--- config.mk ---
export PLATFORM = sky130hd
export DESIGN_NAME = ssvep_stream_arbiter_flat
export DESIGN_NICKNAME = d
export VERILOG_FILES = /design/src/rtl/ssvep_stream_pkg.sv /design/src/rtl/ssvep_stream_arbiter_if.sv /design/src/rtl/ssvep_rr_pick.sv /design/src/rtl/ssvep_stream_arbiter.sv /design/src/flat_wrapper.sv
export SDC_FILE = /design/constraint.sdc
export NUM_CORES = 1
export LEC_CHECK = 0
export BUFFER_PORTS_ARGS = -buffer_cell sky130_fd_sc_hd__buf_2
export CAP_MARGIN = 20
export CORE_MARGIN = 5
export CORE_UTILIZATION = 25
export CTS_CLUSTER_DIAMETER = 60
export CTS_CLUSTER_SIZE = 24
export DETAILED_ROUTE_END_ITERATION = 10
export PLACE_DENSITY_LB_ADDON = 0.08
export RECOVER_POWER = 25
export SLEW_MARGIN = 20
export SYNTH_ARGS = -nofsm -noshare
export SYNTH_HDL_FRONTEND = slang
export SYNTH_SLANG_ARGS = --single-unit
--- constraint.sdc ---
create_clock -name clk_clk -period 2.3 [get_ports clk_clk]
set_clock_uncertainty 0.15 [all_clocks]
set_input_delay 0.115 -clock clk_clk [delete_from_list [all_inputs] [get_ports clk_clk]]
set_output_delay 0.115 -clock clk_clk [all_outputs]
set_load 0.01 [all_outputs]
--- src/rtl/ssvep_stream_pkg.sv ---
// rtl/ssvep_stream_pkg.sv - shared types and constants for the four-source stream arbiter
package ssvep_stream_pkg;

    localparam int N_SRC = 4;
    localparam int TAG_W = 2;

    typedef logic [1:0] src_idx_t;

    typedef enum logic {
        IDLE  = 1'b0,
        BURST = 1'b1
    } arb_state_t;

    // Lowest bit of the source-index tag placed in the top of the output word
    function automatic int tag_lsb(input int data_w);
        return data_w - TAG_W;
    endfunction

endpackage

--- src/rtl/ssvep_stream_arbiter_if.sv ---
// rtl/ssvep_stream_arbiter_if.sv - source-side and sink-side stream signals of the arbiter
interface ssvep_stream_arbiter_if #(
    parameter int DATA_W = 32
);
    import ssvep_stream_pkg::*;

    logic [N_SRC-1:0]        src_valid;
    logic [N_SRC*DATA_W-1:0] src_data;
    logic [N_SRC-1:0]        src_ready;
    logic                    out_valid;
    logic [DATA_W-1:0]       out_data;
    logic                    out_ready;
    src_idx_t                out_channel;

    modport slave (
        input  src_valid, src_data, out_ready,
        output src_ready, out_valid, out_data, out_channel
    );

    modport master (
        output src_valid, src_data, out_ready,
        input  src_ready, out_valid, out_data, out_channel
    );

endinterface

--- src/rtl/ssvep_rr_pick.sv ---
// rtl/ssvep_rr_pick.sv - combinational rotate-priority picker: first request at or after the pointer
module ssvep_rr_pick
    import ssvep_stream_pkg::*;
(
    input  logic [N_SRC-1:0] i_req,
    input  src_idx_t         i_ptr,
    output logic             o_hit,
    output src_idx_t         o_idx
);

    src_idx_t w_cand;

    // Scan from the farthest offset down so the nearest request is the one that sticks
    always_comb begin
        o_hit  = 1'b0;
        o_idx  = i_ptr;
        w_cand = i_ptr;
        for (int k = N_SRC - 1; k >= 0; k--) begin
            w_cand = i_ptr + k[1:0];
            if (i_req[w_cand]) begin
                o_hit = 1'b1;
                o_idx = w_cand;
            end
        end
    end

endmodule

--- src/rtl/ssvep_stream_arbiter.sv ---
// rtl/ssvep_stream_arbiter.sv - round-robin burst arbiter, four sources onto one registered sink
// Optional macro SSVEP_STREAM_ARB_TAG_EN: overwrite the two top output bits with the source index.
module ssvep_stream_arbiter
    import ssvep_stream_pkg::*;
#(
    parameter int DATA_W    = 32,
    parameter int BURST_LEN = 8
) (
    input  logic                   clk_clk,
    input  logic                   reset_reset,
    ssvep_stream_arbiter_if.slave  bus,
    output logic                   grant_active
);

    arb_state_t        r_state, w_state_nxt;
    src_idx_t          r_ptr, w_ptr_nxt;
    src_idx_t          r_grant, w_grant_nxt;
    logic [7:0]        r_count, w_count_nxt;
    logic              r_out_valid, w_out_valid_nxt;
    logic [DATA_W-1:0] r_out_data, w_out_data_nxt;
    src_idx_t          r_out_channel, w_out_channel_nxt;

    logic              w_hit;
    src_idx_t          w_pick_idx;
    logic              w_rdy;
    logic              w_xfer;
    logic [N_SRC-1:0]  w_src_ready;
    logic [DATA_W-1:0] w_src_word;
    logic [DATA_W-1:0] w_word;

    ssvep_rr_pick u_pick (
        .i_req (bus.src_valid),
        .i_ptr (r_ptr),
        .o_hit (w_hit),
        .o_idx (w_pick_idx)
    );

    assign w_src_word = bus.src_data[r_grant*DATA_W +: DATA_W];

`ifdef SSVEP_STREAM_ARB_TAG_EN
    assign w_word = {r_grant, w_src_word[tag_lsb(DATA_W)-1:0]};
`else
    assign w_word = w_src_word;
`endif

    always_comb begin
        w_state_nxt       = r_state;
        w_ptr_nxt         = r_ptr;
        w_grant_nxt       = r_grant;
        w_count_nxt       = r_count;
        w_out_valid_nxt   = r_out_valid;
        w_out_data_nxt    = r_out_data;
        w_out_channel_nxt = r_out_channel;
        w_src_ready       = '0;
        w_rdy             = 1'b0;
        w_xfer            = 1'b0;

        if (r_out_valid && bus.out_ready)
            w_out_valid_nxt = 1'b0;

        case (r_state)
            IDLE: begin
                if (w_hit) begin
                    w_state_nxt = BURST;
                    w_grant_nxt = w_pick_idx;
                    w_count_nxt = 8'd0;
                end
            end
            BURST: begin
                w_rdy                = ~r_out_valid | bus.out_ready;
                w_src_ready[r_grant] = w_rdy;
                w_xfer               = bus.src_valid[r_grant] & w_rdy;
                if (w_xfer) begin
                    w_count_nxt       = r_count + 8'd1;
                    w_out_valid_nxt   = 1'b1;
                    w_out_data_nxt    = w_word;
                    w_out_channel_nxt = r_grant;
                    if (r_count == 8'(BURST_LEN - 1)) begin
                        w_state_nxt = IDLE;
                        w_ptr_nxt   = r_grant + 2'd1;
                    end
                end else if (w_rdy) begin
                    // A source that goes quiet while it could send gives up its grant
                    w_state_nxt = IDLE;
                    w_ptr_nxt   = r_grant + 2'd1;
                end
            end
            default: w_state_nxt = IDLE;
        endcase
    end

    always_ff @(posedge clk_clk or posedge reset_reset) begin
        if (reset_reset) begin
            r_state       <= IDLE;
            r_ptr         <= '0;
            r_grant       <= '0;
            r_count       <= '0;
            r_out_valid   <= 1'b0;
            r_out_data    <= '0;
            r_out_channel <= '0;
        end else begin
            r_state       <= w_state_nxt;
            r_ptr         <= w_ptr_nxt;
            r_grant       <= w_grant_nxt;
            r_count       <= w_count_nxt;
            r_out_valid   <= w_out_valid_nxt;
            r_out_data    <= w_out_data_nxt;
            r_out_channel <= w_out_channel_nxt;
        end
    end

    assign bus.src_ready   = w_src_ready;
    assign bus.out_valid   = r_out_valid;
    assign bus.out_data    = r_out_data;
    assign bus.out_channel = r_out_channel;
    assign grant_active    = (r_state == BURST);

endmodule

--- src/flat_wrapper.sv ---
// flat-port wrapper written by rule: the top's interface ports become plain ports
module ssvep_stream_arbiter_flat import ssvep_stream_pkg::*;
#(
    parameter int DATA_W    = 32,
    parameter int BURST_LEN = 8
)
  (clk_clk, reset_reset, grant_active, bus_src_valid, bus_src_data, bus_out_ready, bus_src_ready, bus_out_valid, bus_out_data, bus_out_channel);
  ssvep_stream_arbiter_if #(.DATA_W(DATA_W)) bus_i ();
  input  logic clk_clk;
  input  logic reset_reset;
  output logic grant_active;
  input wire logic [$bits(bus_i.src_valid)-1:0] bus_src_valid;
  input wire logic [$bits(bus_i.src_data)-1:0] bus_src_data;
  input wire logic [$bits(bus_i.out_ready)-1:0] bus_out_ready;
  output wire logic [$bits(bus_i.src_ready)-1:0] bus_src_ready;
  output wire logic [$bits(bus_i.out_valid)-1:0] bus_out_valid;
  output wire logic [$bits(bus_i.out_data)-1:0] bus_out_data;
  output wire logic [$bits(bus_i.out_channel)-1:0] bus_out_channel;
  assign bus_i.src_valid = bus_src_valid;
  assign bus_i.src_data = bus_src_data;
  assign bus_i.out_ready = bus_out_ready;
  assign bus_src_ready = bus_i.src_ready;
  assign bus_out_valid = bus_i.out_valid;
  assign bus_out_data = bus_i.out_data;
  assign bus_out_channel = bus_i.out_channel;
  ssvep_stream_arbiter #(.DATA_W(DATA_W), .BURST_LEN(BURST_LEN)) u_core (.clk_clk(clk_clk), .reset_reset(reset_reset), .bus(bus_i), .grant_active(grant_active));
endmodule
Yosys cells after proc, flatten, opt, wreduce, memory -nomap -nowiden:

Cells that the tools add are included.

* $add $sub $neg: 5
* magnitude comparators: 6
* equality and inequality tests: 4
* shift operators: 1
* mux-type cells: 35
* bitwise operators: 5
* reductions and logical operators: 7

Operators by type and width (count)
* 128-bit by 8-bit variable part select with 32-bit output: 1
* 1-bit two-way mux: 17
* 8-bit two-way mux: 2
* 8-bit one-hot mux with 2 select lines: 1
* 2-bit by 3-bit < comparator with 1-bit output, second input constant: 5
* 2-bit two-way mux: 7
* 1-bit binary-select mux with 2-bit select: 5
* 8-bit by 1-bit adder with 8-bit output, second input constant: 1
* 8-bit by 3-bit == test with 1-bit output, second input constant: 1
* 2-bit inequality test, second input constant: 3
* 2-bit AND reduction: 3
* 2-bit by 1-bit adder with 2-bit output, second input constant: 2
* 2-bit adder, second input constant: 2
* 4-bit bitwise AND: 1
* 4-bit two-way mux: 1
* 3-bit AND reduction: 1
* 1-bit demux with 2-bit select: 1
* 2-bit by 1-bit greater-or-equal comparator with 1-bit output, second input constant: 1
* 1-bit logical AND: 2
* 1-bit inverter: 2
* 1-bit one-hot mux with 2 select lines: 1
* 2-bit nonzero test: 1
* 1-bit bitwise AND: 1
* 1-bit bitwise OR: 1

* bits in registers: 48
* output and inout port bits: 40
* word-level logic and storage cells: 70

Logic depth before layout (Yosys ltp):

* word-level depth: 9
* mapped depth: 7
* gate-level depth less buffers: 4

Hierarchy:

A second synthesis with hierarchy kept.

* cell total of the unflattened synthesis: 277
* area, all modules: 3014.1 µm²

By module, submodules not included
* ssvep_stream_arbiter: instances 1, cells an instance 261, area an instance 2914.0 µm²
* ssvep_rr_pick: instances 1, cells an instance 16, area an instance 100.1 µm²

Least setup slack after synthesis:

No wires, ideal clock.

* kind: register to register
* start: reg u_core.r_grant[1]
* end: reg u_core.r_out_data[0] (netlist: u_core.bus.out_data[0])
* data arrival time: 1704 ps
* slack: 321 ps
* stages on the path, launching flop included: 7
* cell sequence: dfrtp_1 -> buf_6 -> mux4_2 -> nand3_2 -> buf_6 -> buf_6 -> mux2_2

* cells in the longest elaborated chain, start to end: 4
* elaborated cells between the ends (all ways): 5
* those cells by class: shift: 1; mux: 2; bitwise: 1; reduce/logical: 1

RTL lines
* from (decl): RTL line ssvep_stream_arbiter.sv:17 `src_idx_t r_grant, w_grant_nxt;`
* from (signal assigned): RTL line ssvep_stream_arbiter.sv:104 `r_grant <= w_grant_nxt;`
* parallel branches: the longest is 4 deep, another holds 128-bit by 8-bit variable part select with 32-bit output
* to (signal assigned): RTL line ssvep_stream_arbiter.sv:107 `r_out_data <= w_out_data_nxt;`
* to (decl): RTL line ssvep_stream_arbiter.sv:20 `logic [DATA_W-1:0] r_out_data, w_out_data_nxt;`

Several ways; the timed one is not identified. The select of a mux whose other input is x is not followed.
A chain may end at the register's enable or synchronous reset.

Final worst setup path:

* start: reg u_core.r_grant[1]
* end: out bus_src_ready[0]

* cells in the longest elaborated chain, start to end: 6
* elaborated cells between the ends (all ways): 7
* those cells by class: order compare: 2; mux: 3; bitwise: 1; reduce/logical: 1

RTL lines
* 2-bit by 3-bit < comparator with 1-bit output (not written as such) / 2-bit by 1-bit greater-or-equal comparator with 1-bit output (equally long branches): RTL line ssvep_stream_arbiter.sv:71 `w_src_ready[r_grant] = w_rdy;`
* 1-bit logical AND (not written as such): RTL line ssvep_stream_arbiter.sv:71
* 1-bit two-way mux (not written as such): RTL line ssvep_stream_arbiter.sv:71
* 1-bit demux with 2-bit select (*)
* 4-bit bitwise AND (no source line) (*)
* 4-bit two-way mux (*): RTL line ssvep_stream_arbiter.sv:61 `case (r_state)`
* to (decl): RTL line flat_wrapper.sv:15 `output wire logic [$bits(bus_i.src_ready)-1:0] bus_src_ready;`

Every way passes the cells marked *; elsewhere a longest branch is shown, timed or not.

==> out/metrics.yaml <==
status: "finished, final reports clean"
synthesis.area_sq_um: 2890
dr_total_vias: 2457
rsz0062_at_grt: "no"
worstSetupStartpointType: "flop"
overflow: 0
syn_inst: 202
yosys_warnings: 0
p_switching_mw: 1.79
dp_cells: 511
p_sw_share_pct: 37.3
cp_slowest_cell: "buf_4"
ys_seq_elements: 48
synth_edf_count: 0
wirelength_mm: 8.80
yosysMostFrequentCell: "dfrtp_1"
slew_violations: 0
fmax_mhz: 491
synth.area.top_cells: "dfrtp_1 42%, mux4_2 26%, mux2_2 12%"
synth_area_leader_cell: "dfrtp_1"
setup.worst_path.end_class: "output port"
antenna_left: 0
ys_seq_area_share_pct: 41.6
p_int_mw: 3.01
dp_hpwl_mm: 6.80
wl_per_cell_microns: 16.9
min_path_type: "in -> reg"
gp_congestion: 0.721
fin_cells: 520
critPathMaxFanout: 36
start_util_pct: 25.4
clockBufferDepth: 2
fin_crit_ns: 2.04
worstMarginPinSlew_ns: 0.644
p_seq_share_pct: 30.7
die_w_microns: 118
grt_pass1_vias: 2590
power_leakage_nw: 1.81
antenna_cells: 0
synthFlopType: "dfrtp_1"
clock_power_share_pct: 15.0
drv_cap: 0
finalHoldViolations: 0
cts.sinks: 48
synth_async_sr_flop_share_pct: 100
design_area_sq_um: 4020
yosysTopAreaCellShare_pct: 41.6
cts_buffers: 5
drt_iter0_drc: 47
drc: 0
setup_viol: 0
row_count: 39
ioPinCount: 175
first_pass_iters: 4
antenna_found_initial: 0
drive_gt1_share_pct: 59.9
port_buffers: 174
vias_per_cell: 4.73
power_density_nw_per_um2: 1200
crit_chain: "buf_4 > inv_1 > ha_1 > and3_1 > buf_2"
min_period_over_period_pct: 88.6
ys_types: 34
fin_setup_tns_ns: 0
max_stage_delay_ns: 0.44
insertion_delay_ns: 0.29
cp.arrival_ns: 1.77
crit_required_ns: 2.04
h-tree-depth: 2
path_clk_slew_ns: 0.07
cts_root_buf: "clkbuf_16"
nNetsFinal: 516
grtUsageTotal_pct: 12.5
synth_fp_nets: 342
core-area_sq_um: 11400
ir_worst_vdd_v: 0.000360
slew_headroom_pct: 57.1
post_dp_cell_area_sq_um: 3910
grt_first_pass_wirelength_mm: 14.1
path_class: "reg -> out"
cts_tree: "done"
synth_area_per_cell_sq_um: 14.3
fp.dieH_microns: 118
die_area_sq_um: 13800
grt_max_degree: 49
netlist_top_cells_count: "48 x dfrtp_1, 33 x mux4_2, 32 x mux2_2"
p_comb_share_pct: 54.3
utilization_pct: 35.3
area_growth_pct: 38.9
==> cell usage in the layout, fill, tap and decap left out, drive strengths merged, types with 2 or more instances in the layout <==
cell,instances
nand4,2
o21ai,6
nand2b,3
o31ai,5
clkbuf,40
mux2,35
and3,4
nand2,5
o211ai,3
ha,5
or2,2
nor2,3
inv,6
dfrtp,48
nand3,9
a31oi,2
mux4,33
a21oi,4
buf,148
==> what timing repair did <==
action                    CTS  global route
hold buffers                1             0
setup buffers               0             0
hold endpoints to repair   48             0
gates resized for setup     0             0
==> flip-flops by register name, indices dropped and copies added, names as in the netlist <==
| name | cells |
|---|---|
| u_core.grant_active | 1 |
| u_core.r_grant | 2 |
| u_core.bus.out_channel | 2 |
| u_core.bus.out_valid | 1 |
| u_core.bus.out_data | 32 |
| u_core.r_ptr | 2 |
| u_core.r_count | 8 |
==> layer usage <==
| metal | GRT usage, % | up-vias | wire length, microns |
|---|---|---|---|
| met5 | 0 | - | 0 |
| li1 | - | 1140 | - |
| met3 | 3.22 | 6 | 572 |
| met4 | 3.44 | 0 | 125 |
| met2 | 21.1 | 92 | 4490 |
| met1 | 15.9 | 1219 | 3610 |
==> layout make-up <==
cell class              count  area, sq um
inverters                   6         22.5
clock inverters             2         12.5
repair buffers            183          911
flip-flops and latches     48         1200
fillers                  1157         7350
multi-input cells         132         1560
clock buffers               6          129
well taps                 143          179
==> worst max-delay path: cells and delay by family (launching register included) <==
family	cells	cell delay, ns
AND/OR/NAND/NOR	1	0.17
adder cells (fa/ha/maj)	1	0.21
buffers and inverters	3	0.74
flip-flops	1	0.37
==> cells by family after synthesis <==
kind of cell	Yosys count	synth area share (%)
multiplexers	69	39.7
flip-flops	48	41.6
AND/OR/NAND/NOR	33	6.32
AO/OA/AOI/OAI	25	5.71
buffers and inverters	22	4.54
adder cells (fa/ha/maj)	5	2.16
==> stage by stage <==
| step | setup slack, ns | hold WS [ns] | total power [mW] |
|---|---|---|---|
| final | 0.262 | 0.0271 | 4.80 |
| after global routing | 0.104 | 0.0392 | 5.20 |
| after CTS | 0.205 | 0.0251 | 5.00 |
| after detailed placement | 0.319 | 0.185 | 4.25 |
| after global placement | 0.343 | 0.185 | 4.22 |
| after floorplan | 0.321 | 0.148 | 3.40 |
==> worst paths after layout <==
path,depth (start not counted),slack [ns],startpoint,endpoint
hold reg to reg,1,0.34,u_core.bus.out_data[4]$_DFFE_PP0P_,u_core.bus.out_data[4]$_DFFE_PP0P_
hold / removal,3,0.03,bus_src_valid[0],u_core.r_grant[0]$_DFFE_PP0P_
min in group asynchronous,4,0.42,reset_reset,u_core.bus.out_data[6]$_DFFE_PP0P_
setup reg to reg,4,0.32,u_core.r_grant[1]$_DFFE_PP0P_,u_core.bus.out_data[25]$_DFFE_PP0P_
setup / recovery,5,0.26,u_core.r_grant[1]$_DFFE_PP0P_,bus_src_ready[0]
max in group asynchronous,4,1.11,reset_reset,u_core.r_grant[1]$_DFFE_PP0P_
==> power by group through the flow <==
stage	sequential (mW)	clock (mW)	combinational, mW
2_1_floorplan	1.61	0	1.80
3_3_place_gp	1.48	0	2.74
3_5_place_dp	1.49	0	2.76
4_1_cts	1.47	0.756	2.77
5_1_grt	1.53	0.781	2.89
6_report	1.47	0.719	2.61
Note: power is estimated with default switching activity, not from simulation.
